## config.mk

```make
export PLATFORM = sky130hd
export DESIGN_NAME = fifo_load_to_write_flat
export DESIGN_NICKNAME = d
export VERILOG_FILES = /design/src/rtl/fifo_load_to_write_if.sv /design/src/rtl/fifo_load_to_write.sv /design/src/flat_wrapper.sv
export SDC_FILE = /design/constraint.sdc
export NUM_CORES = 1
export LEC_CHECK = 0
export CAP_MARGIN = 20
export CORE_MARGIN = 2
export CORE_UTILIZATION = 43
export CTS_CLUSTER_SIZE = 10
export DETAILED_ROUTE_END_ITERATION = 7
export PLACE_DENSITY_LB_ADDON = 0.05
export SKIP_CTS_REPAIR_TIMING = 1
export SYNTH_ARGS = -nofsm -noshare
export SYNTH_HDL_FRONTEND = slang
export SYNTH_SLANG_ARGS = --single-unit
```

## constraint.sdc

```tcl
create_clock -name Clk -period 2.2 [get_ports Clk]
set_clock_uncertainty 0.05 [all_clocks]
set_input_delay 0.44 -clock Clk [delete_from_list [all_inputs] [get_ports Clk]]
set_output_delay 0.44 -clock Clk [all_outputs]
set_load 0.02 [all_outputs]
```

## src/rtl/fifo_load_to_write_if.sv

```systemverilog
// Load/Ready producer stream and FIFO write port of the load-to-write adapter.
// The DUT takes the slave view; the environment (producer + FIFO) takes master.
interface fifo_load_to_write_if #(
    parameter int DataWidth      = 8,
    parameter int DataCountWidth = 3
);
    logic                    Load;
    logic [DataWidth-1:0]    LoadData;
    logic                    Ready;
    logic                    Full;
    logic                    Write;
    logic [DataWidth-1:0]    WriteData;
    logic [DataCountWidth-1:0] DataCountIn;
    logic [DataCountWidth:0] DataCountOut;
    logic [1:0]              Held;
    logic                    Idle;

    modport master (
        output Load, LoadData, Full, DataCountIn,
        input  Ready, Write, WriteData, DataCountOut, Held, Idle
    );

    modport slave (
        input  Load, LoadData, Full, DataCountIn,
        output Ready, Write, WriteData, DataCountOut, Held, Idle
    );
endinterface

```

## src/rtl/fifo_load_to_write.sv

```systemverilog
// Converts a Load/Ready stream into FIFO write strobes through a 2-entry
// holding buffer; Ready is a plain register so upstream timing is cut.
module fifo_load_to_write #(
    parameter int DataWidth      = 8,
    parameter int DataCountWidth = 3
) (
    input  logic                 Clk,
    input  logic                 ResetN,
    fifo_load_to_write_if.slave  bus
);
    localparam int CntW = DataCountWidth + 1;

    typedef enum logic [1:0] {
        S_HELD0 = 2'd0,
        S_HELD1 = 2'd1,
        S_HELD2 = 2'd2
    } state_t;

    state_t               r_state;
    state_t               w_state_next;
    logic                 r_ready;
    logic [DataWidth-1:0] r_h0;
    logic [DataWidth-1:0] r_h1;
    logic [DataWidth-1:0] w_h0_next;
    logic [DataWidth-1:0] w_h1_next;
    logic                 w_accept;
    logic                 w_write;
    logic                 w_nonempty;

    assign w_nonempty = (r_state != S_HELD0);
    assign w_accept   = bus.Load & r_ready;
    assign w_write    = ~bus.Full & (w_nonempty | w_accept);

    always_ff @(posedge Clk) begin
        if (!ResetN) begin
            r_state <= S_HELD0;
            r_ready <= 1'b0;
        end else begin
            r_state <= w_state_next;
            r_ready <= (w_state_next != S_HELD2);
        end
    end

    // Buffer contents are don't-care while empty, so they carry no reset.
    always_ff @(posedge Clk) begin
        r_h0 <= w_h0_next;
        r_h1 <= w_h1_next;
    end

    always_comb begin
        w_state_next = r_state;
        w_h0_next    = r_h0;
        w_h1_next    = r_h1;
        case (r_state)
            S_HELD0: begin
                if (w_accept && !w_write) begin
                    w_h0_next    = bus.LoadData;
                    w_state_next = S_HELD1;
                end
            end
            S_HELD1: begin
                if (w_accept && w_write) begin
                    w_h0_next = bus.LoadData;
                end else if (w_write) begin
                    w_state_next = S_HELD0;
                end else if (w_accept) begin
                    w_h1_next    = bus.LoadData;
                    w_state_next = S_HELD2;
                end
            end
            S_HELD2: begin
                // Ready is low here, so only the drain case exists.
                if (w_write) begin
                    w_h0_next    = r_h1;
                    w_state_next = S_HELD1;
                end
            end
            default: w_state_next = S_HELD0;
        endcase
    end

    assign bus.Ready        = r_ready;
    assign bus.Write        = w_write;
    assign bus.WriteData    = w_nonempty ? r_h0 : bus.LoadData;
    assign bus.Held         = r_state;
    assign bus.Idle         = ~w_nonempty;
    assign bus.DataCountOut = {1'b0, bus.DataCountIn} + CntW'(r_state);
endmodule
```

## src/flat_wrapper.sv

```systemverilog
// flat-port wrapper written by rule: the top's interface ports become plain ports
module fifo_load_to_write_flat 
#(
    parameter int DataWidth      = 8,
    parameter int DataCountWidth = 3
)
  (Clk, ResetN, bus_Load, bus_LoadData, bus_Full, bus_DataCountIn, bus_Ready, bus_Write, bus_WriteData, bus_DataCountOut, bus_Held, bus_Idle);
  fifo_load_to_write_if #(.DataWidth(DataWidth), .DataCountWidth(DataCountWidth)) bus_i ();
  input  logic Clk;
  input  logic ResetN;
  input wire logic [$bits(bus_i.Load)-1:0] bus_Load;
  input wire logic [$bits(bus_i.LoadData)-1:0] bus_LoadData;
  input wire logic [$bits(bus_i.Full)-1:0] bus_Full;
  input wire logic [$bits(bus_i.DataCountIn)-1:0] bus_DataCountIn;
  output wire logic [$bits(bus_i.Ready)-1:0] bus_Ready;
  output wire logic [$bits(bus_i.Write)-1:0] bus_Write;
  output wire logic [$bits(bus_i.WriteData)-1:0] bus_WriteData;
  output wire logic [$bits(bus_i.DataCountOut)-1:0] bus_DataCountOut;
  output wire logic [$bits(bus_i.Held)-1:0] bus_Held;
  output wire logic [$bits(bus_i.Idle)-1:0] bus_Idle;
  assign bus_i.Load = bus_Load;
  assign bus_i.LoadData = bus_LoadData;
  assign bus_i.Full = bus_Full;
  assign bus_i.DataCountIn = bus_DataCountIn;
  assign bus_Ready = bus_i.Ready;
  assign bus_Write = bus_i.Write;
  assign bus_WriteData = bus_i.WriteData;
  assign bus_DataCountOut = bus_i.DataCountOut;
  assign bus_Held = bus_i.Held;
  assign bus_Idle = bus_i.Idle;
  fifo_load_to_write #(.DataWidth(DataWidth), .DataCountWidth(DataCountWidth)) u_core (.Clk(Clk), .ResetN(ResetN), .bus(bus_i));
endmodule
```

==> impl_metrics.ini <==
[synth]
synth_common_cells = 16 x edfxtp_1, 16 x mux2_2, 3 x a21oi_1, 3 x dfxtp_1, 3 x nand2_1
ys_top_cells_by_area = edfxtp_1 53%, mux2_2 20%, dfxtp_1 6.6%
yosysSeqAreaShare_pct = 59.2
synth_area_sq_um = 913
synth_edf_count = 16
ys.warnings.count = 0
synth_fp_nets = 79
yosysTopAreaCellShare_pct = 52.6
syn_area_per_cell_sq_um = 15.0
synthArstFlopShare_pct = 0
ys_types = 23
synth_ff_type = edfxtp_1
synth_top_cell_by_area = edfxtp_1
netlist_instances = 61
synth-seq-cells = 19

[placement]
globalplace.congestion = 0.752
io_buffers = 31
dp.cells = 133
hpwl_um = 1360

[critical_path]
r2r_slack_ps = 670
critPathMaxFanout = 7
endpoint_kind = output port
crit_path_start_kind = flip-flop
path_class = flip-flop to output port
r2r_cells = 4
regToRegEndpoint = u_core.r_h0[4]$_DFFE_PP_
worstPathArrival_ps = 1620
worstPathRequired_ps = 1710
r2r-start = u_core.bus.Ready$_SDFF_PN0_

[clock_tree]
clock_path_buffers = 2
clkLatencyLatePin_ps = 300
cts_made_buffers = 3
cts.sinks = 19
h-tree-depth = 1
root_buffer = clkbuf_4
cts_tree = done
cts.clk_slew.worst_paths_ps = 110

[floorplanning]
initial_utilization_pct = 46.1
io-pin-count = 32
fp-row-count = 16
fp.dieH_um = 50.1
core_sq_um = 1980
die_w_um = 50.1
dieArea_sq_um = 2510

[sta]
max_freq_mhz = 473
finalSetupViolCount = 0
worstMarginPinSlew_ps = 360
rsz0062_at_grt = false
maxSlewHeadroom_pct = 75.9
period_share_pct = 96.1
period_needed_ps = 2110
hold_viol = 0
slew_violations = 0

[cells_and_area]
fin_cells = 137
drive_gt1_share_pct = 38.2
nets = 129
antenna_cells = 0
finish.utilization_pct = 71.8
fillCellCount = 135
syn2layout_area_growth_pct = 55.9

[routing]
routedWlPerCell_um = 13.7
via_count = 669
first_pass_iters = 4
drc = 0
vias_per_cell = 4.88
drt_iter0_drc = 14
ant_nets = 0
wirelength_um = 1880

[global_route]
grt_pass1_wl_um = 2960
antenna_found_initial = 0
globalRouteOverflowTotal = 0
grt_pass1_vias = 670
track_usage_pct = 16.3
grt_max_degree = 13

[hold_path]
hold_depth = 1
hp-start = u_core.r_h1[3]$_DFFE_PP_
hold_class = flip-flop to flip-flop
hold_path_end = u_core.r_h0[3]$_DFFE_PP_

[run_status]
status = completed

[pwr]
vdd_drop_max_uv = 376
p_leak_nw = 0.657
powerDensity_nw_per_um2 = 536

[flow_run]
max-cap-violations = 0
[registers in the layout (all words and copies together) (netlist names)]
name,cells
u_core.bus.Held,2
u_core.bus.Ready,1
u_core.r_h0,8
u_core.r_h1,8
[where the power goes]
group / total (mW) / internal, mW / switching [mW]
clock network: 0.181 / 0.0680 / 0.113
registers: 0.405 / 0.401 / 0.00429
logic: 0.177 / 0.101 / 0.0755
total: 0.763 / 0.570 / 0.193
[cells by family (layout without fill, tap and decap cells)]
group | Yosys count | in the layout | synth area share, %
AOI/OAI and AO/OA | 8 | 8 | 5.75
xor gates and xnor gates | 2 | 2 | 1.92
adders and majority gates | 3 | 3 | 4.93
buffers and inverters | 3 | 52 | 1.78
DFF | 19 | 19 | 59.2
muxes | 16 | 16 | 19.7
and+or+nand+nor | 10 | 10 | 6.71
[stage by stage]
stage | total power, mW | hold slack (ps) | area [sq um] | TNS (ps) | worst slack, ps
after global routing | 0.800 | 530 | 1420 | 0 | 23.1
after detailed placement | 0.594 | 489 | 1370 | -1210 | -497
after CTS | 0.778 | 511 | 1390 | -3050 | -491
after floorplan | 0.493 | 475 | 913 | 0 | 289
final | 0.763 | 510 | 1420 | 0 | 86.3
after global placement | 0.590 | 480 | 1370 | -1130 | -455
[placed cells by master (no fill, tap or decap)]
cell type	n
o21ai_0	1
a21oi_1	3
fa_1	1
xor2_1	1
and3_1	1
buf_4	17
mux2_2	16
a311oi_1	1
nor2b_1	1
ha_2	1
ha_1	1
nor2_2	1
o21a_1	1
dfxtp_1	3
a22oi_1	1
clkdlybuf4s50_1	17
nand2b_4	1
xnor2_1	1
o32ai_1	1
clkinv_2	1
inv_1	1
clkbuf_4	3
buf_6	1
edfxtp_1	16
nand2_1	3
and3b_2	1
nor2_1	2
dlymetal6s2s_1	12
[worst max-delay path by stage]
stage / from / endpoint / slack (ps)
floorplan: u_core.bus.Held[0]$_SDFF_PN0_ / bus_DataCountOut[2] / 290
global placement: bus_DataCountIn[0] / bus_DataCountOut[2] / -460
detailed placement: bus_DataCountIn[0] / bus_DataCountOut[2] / -500
CTS: bus_DataCountIn[0] / bus_DataCountOut[2] / -490
global route: u_core.bus.Held[0]$_SDFF_PN0_ / bus_Idle / 20
finish: u_core.bus.Held[0]$_SDFF_PN0_ / bus_Idle / 90
[layout make-up]
type / count / area [sq um] / share of cell area (%)
inverters: 1 / 3.75 / 0.264
clock inverters: 1 / 5.00 / 0.351
well taps: 27 / 33.8 / 2.37
multi-input cells: 39 / 359 / 25.2
repair buffers: 47 / 459 / 32.2
clock buffers: 3 / 22.5 / 1.58
flip-flops and latches: 19 / 541 / 38.0
[worst max-delay path, stage by stage, from the launching register on]
cell	delay, ps
dfxtp_1	330
buf_4	160
nor2_2	100
buf_4	140
clkdlybuf4s50_1	590
[metal layers]
metal	wire, um	global-route usage (%)	up-vias
met4	44	9.72	0
met1	771	18.2	309
li1	-	-	333
met3	74	3.03	5
met2	991	28.5	22
met5	0	0	-
(Power assumes the default switching activity.)
==> RTL edit 1, RTL diff (same flow settings) <==
Make the reset (`ResetN`) asynchronous in one clocked block.
--- a/src/rtl/fifo_load_to_write.sv
+++ b/src/rtl/fifo_load_to_write.sv
@@ -33,3 +33,3 @@
 
-    always_ff @(posedge Clk) begin
+    always_ff @(posedge Clk or negedge ResetN) begin
         if (!ResetN) begin
Function: differs if ResetN is asserted again (counterexample within 4 cycles, from zero or initial values and one cycle with ResetN low); with ResetN held inactive, the same outputs for 10 cycles.
==> RTL edit 1 against the unedited design <==
Sequential cell count unchanged; worst setup slack lost 0.029 ns; cell count down 0.73%; critical path depth unchanged; worst hold slack worse by 0.25 ns; area after synthesis rose by 7.4%; sequential share of layout area decreased by 0.44 points; critical path type is now input port to primary output; wire length about the same; final area increased by 4.2%; die area increased by 6.8%.
Power is not compared: it rests on default switching activity, and its combinational part moved more than twofold at a synthesized area within 25%.
==> RTL edit 1: results (changes against the unedited design) <==
[status]
status=complete, no violations

[grt]
grt_pass1_vias=696  ; +3.9%
grtUsageMet2_pct=28.2  ; -0.30 points
grt_pass1_wl_mm=3.06  ; +3.2%
grt_max_degree=11  ; -2
grtUsageMet1_pct=18.2  ; about the same
grt_util_met3_pct=3.16  ; +0.13 points

[routing]
vias=675  ; +0.90%
drtIter0Drc=9  ; -5
drtPass1Iterations=2  ; -2
wl_per_cell_um=13.8  ; +0.68%

[layout]
fillers=171  ; +27%
final_cell_count_no_fill=136  ; -0.73%
final_layout_size_suffix_gt1_share_pct=45.4  ; +7.2 points

[sta]
max_slew_margin_pct=82.3  ; +6.4 points

[synth]
syn_nets=76  ; -3.8%
syn_inst=58  ; -4.9%
synthTopCellsByCount=edfxtp_1 (16), mux2_4 (15), dfrtp_1 (3)
synth_ff_type=edfxtp_1
synth_seq_area_share_pct=56.6  ; -2.5 points
async_flop_share_pct=15.8  ; +16 points
ys_top_cells_by_area=edfxtp_1 (49%), mux2_4 (23%), dfrtp_1 (7.7%)

[setup_path]
reg2reg_depth=6  ; +2
crit_end=bus_DataCountOut[2]
cp_max_fo=2  ; -5
critPathArrivalTime_ns=1.65  ; +0.03 ns
crit_path_start=bus_DataCountIn[1]
rr_endpoint=u_core.r_h0[5]
crit-reg2reg-launch=u_core.bus.Held[0]

[hold_path]
min_path_type=input port to async pin

[placed_design]
place_inst=132  ; -0.75%
dpl.hpwl_mm=1.45  ; +6.3%
routabilityCongestion=0.731  ; -2.7%

## RTL edit 1: cell types whose count changed after synthesis, moves of 2 or more
cell | before | now
buf_6 | 0 | 2
dfrtp_1 | 0 | 3
dfxtp_1 | 3 | 0
mux2_2 | 16 | 1
mux2_4 | 0 | 15
nand2_1 | 3 | 1
## RTL edit 1: layout make-up
class | instances | area [um^2] | area share, %
Tap cell | 28 | 35.0 | 2.36
Clock buffer | 4 | 26.3 | 1.77
Timing Repair Buffer | 49 | 459 | 30.9
Multi-Input combinational cell | 36 | 407 | 27.4
Sequential cell | 19 | 557 | 37.5
## RTL edit 1: power by group through the flow
stage                     sequential (uW)  clock, uW  combinational (uW)
after floorplan                       538          0                 500
after global placement                515          0                 904
after detailed placement              518          0                 916
after CTS                             510        182                 920
after global routing                  518        199                 942
final                                 511        173                 886
## RTL edit 1: how the worst min path moves through the flow
stage / start / to / slack, ns / cells past startpoint
floorplan: ResetN / u_core.bus.Held[0] / 0.09 / 0
global placement: u_core.r_h1[4] / u_core.r_h0[4] / 0.48 / 1
detailed placement: u_core.r_h1[0] / u_core.r_h0[0] / 0.49 / 1
CTS: ResetN / u_core.bus.Held[1] / 0.26 / 1
global route: ResetN / u_core.bus.Ready / 0.26 / 1
finish: ResetN / u_core.bus.Ready / 0.26 / 1
## RTL edit 1: metal layers
metal  wire length [um]  part of all wire [%]  up-vias
met5                  0                     0        -
met4                 34                   1.8        0
met3                100                   5.3        4
met2                925                    49       21
met1                821                    44      331
li1                   -                     -      319
## RTL edit 1: worst max-delay path, cell delays in order
cell,delay [ns]
clkdlybuf4s50_1,0.45
fa_1,0.43
xor2_1,0.16
buf_4,0.16
## RTL edit 1: kinds of logic (layout without fill, tap and decap cells)
kind of cell	Yosys count	after routing	share of synthesized area, %
xor+xnor	2	2	1.79
mux	16	16	24.1
buf+inv	3	53	2.68
flops	19	19	56.6
simple gates	8	8	4.98
fa+ha+maj	3	3	4.59
compound gates	7	7	5.23
## RTL edit 1: through the flow
stage	setup slack, ns	instance area, um^2	hold WS, ns	util [%]
2_1_floorplan	0.221	981	0.0944	-
3_3_place_gp	-0.457	1450	0.481	66.1
3_5_place_dp	-0.557	1450	0.485	66.1
4_1_cts	-0.559	1470	0.256	67.3
5_1_grt	-0.0170	1480	0.255	67.7
6_report	0.0573	1480	0.263	67.7
==> RTL edit 2, RTL diff (same flow settings) <==
Without the edit above. `DataWidth` is set to 8 in 3 places; all go to 7.
--- a/src/rtl/fifo_load_to_write_if.sv
+++ b/src/rtl/fifo_load_to_write_if.sv
@@ -3,3 +3,3 @@
 interface fifo_load_to_write_if #(
-    parameter int DataWidth      = 8,
+    parameter int DataWidth      = 7,
     parameter int DataCountWidth = 3
--- a/src/rtl/fifo_load_to_write.sv
+++ b/src/rtl/fifo_load_to_write.sv
@@ -3,3 +3,3 @@
 module fifo_load_to_write #(
-    parameter int DataWidth      = 8,
+    parameter int DataWidth      = 7,
     parameter int DataCountWidth = 3
--- a/src/flat_wrapper.sv
+++ b/src/flat_wrapper.sv
@@ -3,3 +3,3 @@
 #(
-    parameter int DataWidth      = 8,
+    parameter int DataWidth      = 7,
     parameter int DataCountWidth = 3
Ports: changed (resized bus_LoadData and bus_WriteData); port bits go from 32 to 30. No check against the original RTL was run, so the function may have changed too.
==> RTL edit 2 against the unedited design <==
Combinational power shrank 6%; sequential cell count shrank 2; area after synthesis shrank 9.0%; critical endpoint is now bus_DataCountOut[3]; total power shrank 9.4%; wire length shrank 12%; final area shrank 6.9%; largest cell class unchanged; count of clock-buffer cells in the layout grew 1; global-route usage grew 0.61 points; worst setup slack gained 0.048 ns.
==> RTL edit 2: results (changes against the unedited design) <==
[placed_design]
post-place-ws_ns=-0.492  ; +0.00539 ns
dpl.hpwl_mm=1.29  ; -5.4%
io_buffers=29  ; -6.5%
routabilityCongestion=0.681  ; -9.4%
post_dp_cell_area_um2=1260  ; -7.7%

[synth]
synth_edf_count=14  ; -2
yosys.cell_types.count=23  ; unchanged
synth-compound-area-share_pct=6.33  ; +0.57 points
synth-adder-area-share_pct=5.42  ; +0.49 points
synthMuxAreaShare_pct=19.0  ; -0.75 points
synthTopCellsByCount=edfxtp_1 (14), mux2_2 (14), a21oi_1 (3), dfxtp_1 (3), nand2_1 (3)
ys_top_cells_by_area=edfxtp_1 (51%), mux2_2 (19%), dfxtp_1 (7.2%)
synth_seq_area_share_pct=57.8  ; -1.3 points
ys_warn_count=0  ; unchanged
synth_ff_type=edfxtp_1
synth_xor_area_share_pct=2.11  ; +0.19 points
async_flop_share_pct=0  ; unchanged
syn_nets=74  ; -6.3%

[grt]
grt_use_total_pct=16.9  ; +0.61 points
antenna_found_initial=0  ; unchanged
grt_pass1_vias=639  ; -4.6%
grt_pass1_wl_mm=2.64  ; -11%
grt_max_degree=12  ; -1

[setup_path]
reg2reg_slack_ns=0.75  ; +0.08 ns
crit-reg2reg-launch=u_core.bus.Held[0]
cp_max_fo=2  ; -5
crit_end=bus_DataCountOut[3]
rr_endpoint=u_core.r_h0[0]
crit_path_start=bus_DataCountIn[1]
reg2reg_depth=4  ; unchanged

[status]
status=complete, no violations

[layout]
n_antenna_cell=0  ; unchanged
nNetsFinal=122  ; -5.4%
final_layout_size_suffix_gt1_share_pct=39.4  ; +1.2 points

[routing]
drtIter0Drc=9  ; -5
vias=612  ; -8.5%
wirelength_mm=1.66  ; -12%
drtPass1Iterations=4  ; unchanged

[cts]
cts_buffer_depth=2  ; unchanged
numCtsBuffers=3  ; unchanged
root_buffer=clkbuf_4
clkLatencyLatePin_ns=0.29
htreeDepth=1  ; unchanged
clkTransAtPathRegs_ns=0.09  ; -0.02 ns

[sta]
tightestPinTransition_ns=0.306  ; -0.0539 ns
fin_ws_ns=0.134  ; +0.0481 ns

[hold_path]
whs_path_depth=1  ; unchanged
min_path_type=register to register

[power]
leakage_uw=0.000612  ; -6.8%
irDropWorstVdd_v=0.000385  ; +2.5%

RTL edit 2: cell families (layout without fill, tap and decap cells):
| family | Yosys count | count (layout) |
|---|---|---|
| compound gates | 8 | 8 |
| xor+xnor | 2 | 2 |
| fa+ha+maj | 3 | 3 |
| buf+inv | 3 | 50 |
| flops | 17 | 17 |
| mux | 14 | 14 |
| simple gates | 10 | 10 |
RTL edit 2: area by class of cell:
class | instances | area, um^2
Clock buffer | 4 | 26.3
Fill cell | 142 | 438
Timing Repair Buffer | 45 | 439
Tap cell | 25 | 31.3
Sequential cell | 17 | 482
Multi-Input combinational cell | 37 | 344
Inverter | 1 | 3.75
RTL edit 2: worst max-delay path: stages:
cell and delay, ns:
clkdlybuf4s50_1 0.51, ha_1 0.24, a21oi_1 0.13, nor2b_1 0.06
dlymetal6s2s_1 0.20
RTL edit 2: layer usage:
layer	routed length, um	track usage [%]
met1	718	21.2
met2	826	28.8
met3	85	3.40
met4	27	6.49
met5	0	0
RTL edit 2: worst min path at each step:
| stage | slack [ns] | from | to |
|---|---|---|---|
| after floorplan | 0.47 | u_core.r_h1[0] | u_core.r_h0[0] |
| after global placement | 0.48 | u_core.r_h1[4] | u_core.r_h0[4] |
| after detailed placement | 0.50 | u_core.r_h1[5] | u_core.r_h0[5] |
| after CTS | 0.52 | u_core.r_h1[2] | u_core.r_h0[2] |
| after global routing | 0.53 | u_core.r_h1[2] | u_core.r_h0[2] |
| final | 0.51 | u_core.r_h1[2] | u_core.r_h0[2] |
RTL edit 2: metrics by stage:
| step | std cells | utilization [%] | hold WS (ns) | power [uW] |
|---|---|---|---|---|
| 6_report | 129 | 75.2 | 0.511 | 691 |
| 5_1_grt | 129 | 75.2 | 0.529 | 725 |
| 4_1_cts | 129 | 72.9 | 0.517 | 703 |
| 2_1_floorplan | 57 | - | 0.475 | 443 |
| 3_3_place_gp | 125 | 71.4 | 0.481 | 536 |
| 3_5_place_dp | 125 | 71.4 | 0.496 | 539 |
RTL edit 2: where the power goes:
part | internal, uW | switching (uW) | leakage (uW)
registers | 358 | 4.11 | 0.000153
logic | 96.7 | 69.9 | 0.000445
clock network | 70.5 | 92.2 | 0.0000150
total | 525 | 166 | 0.000612
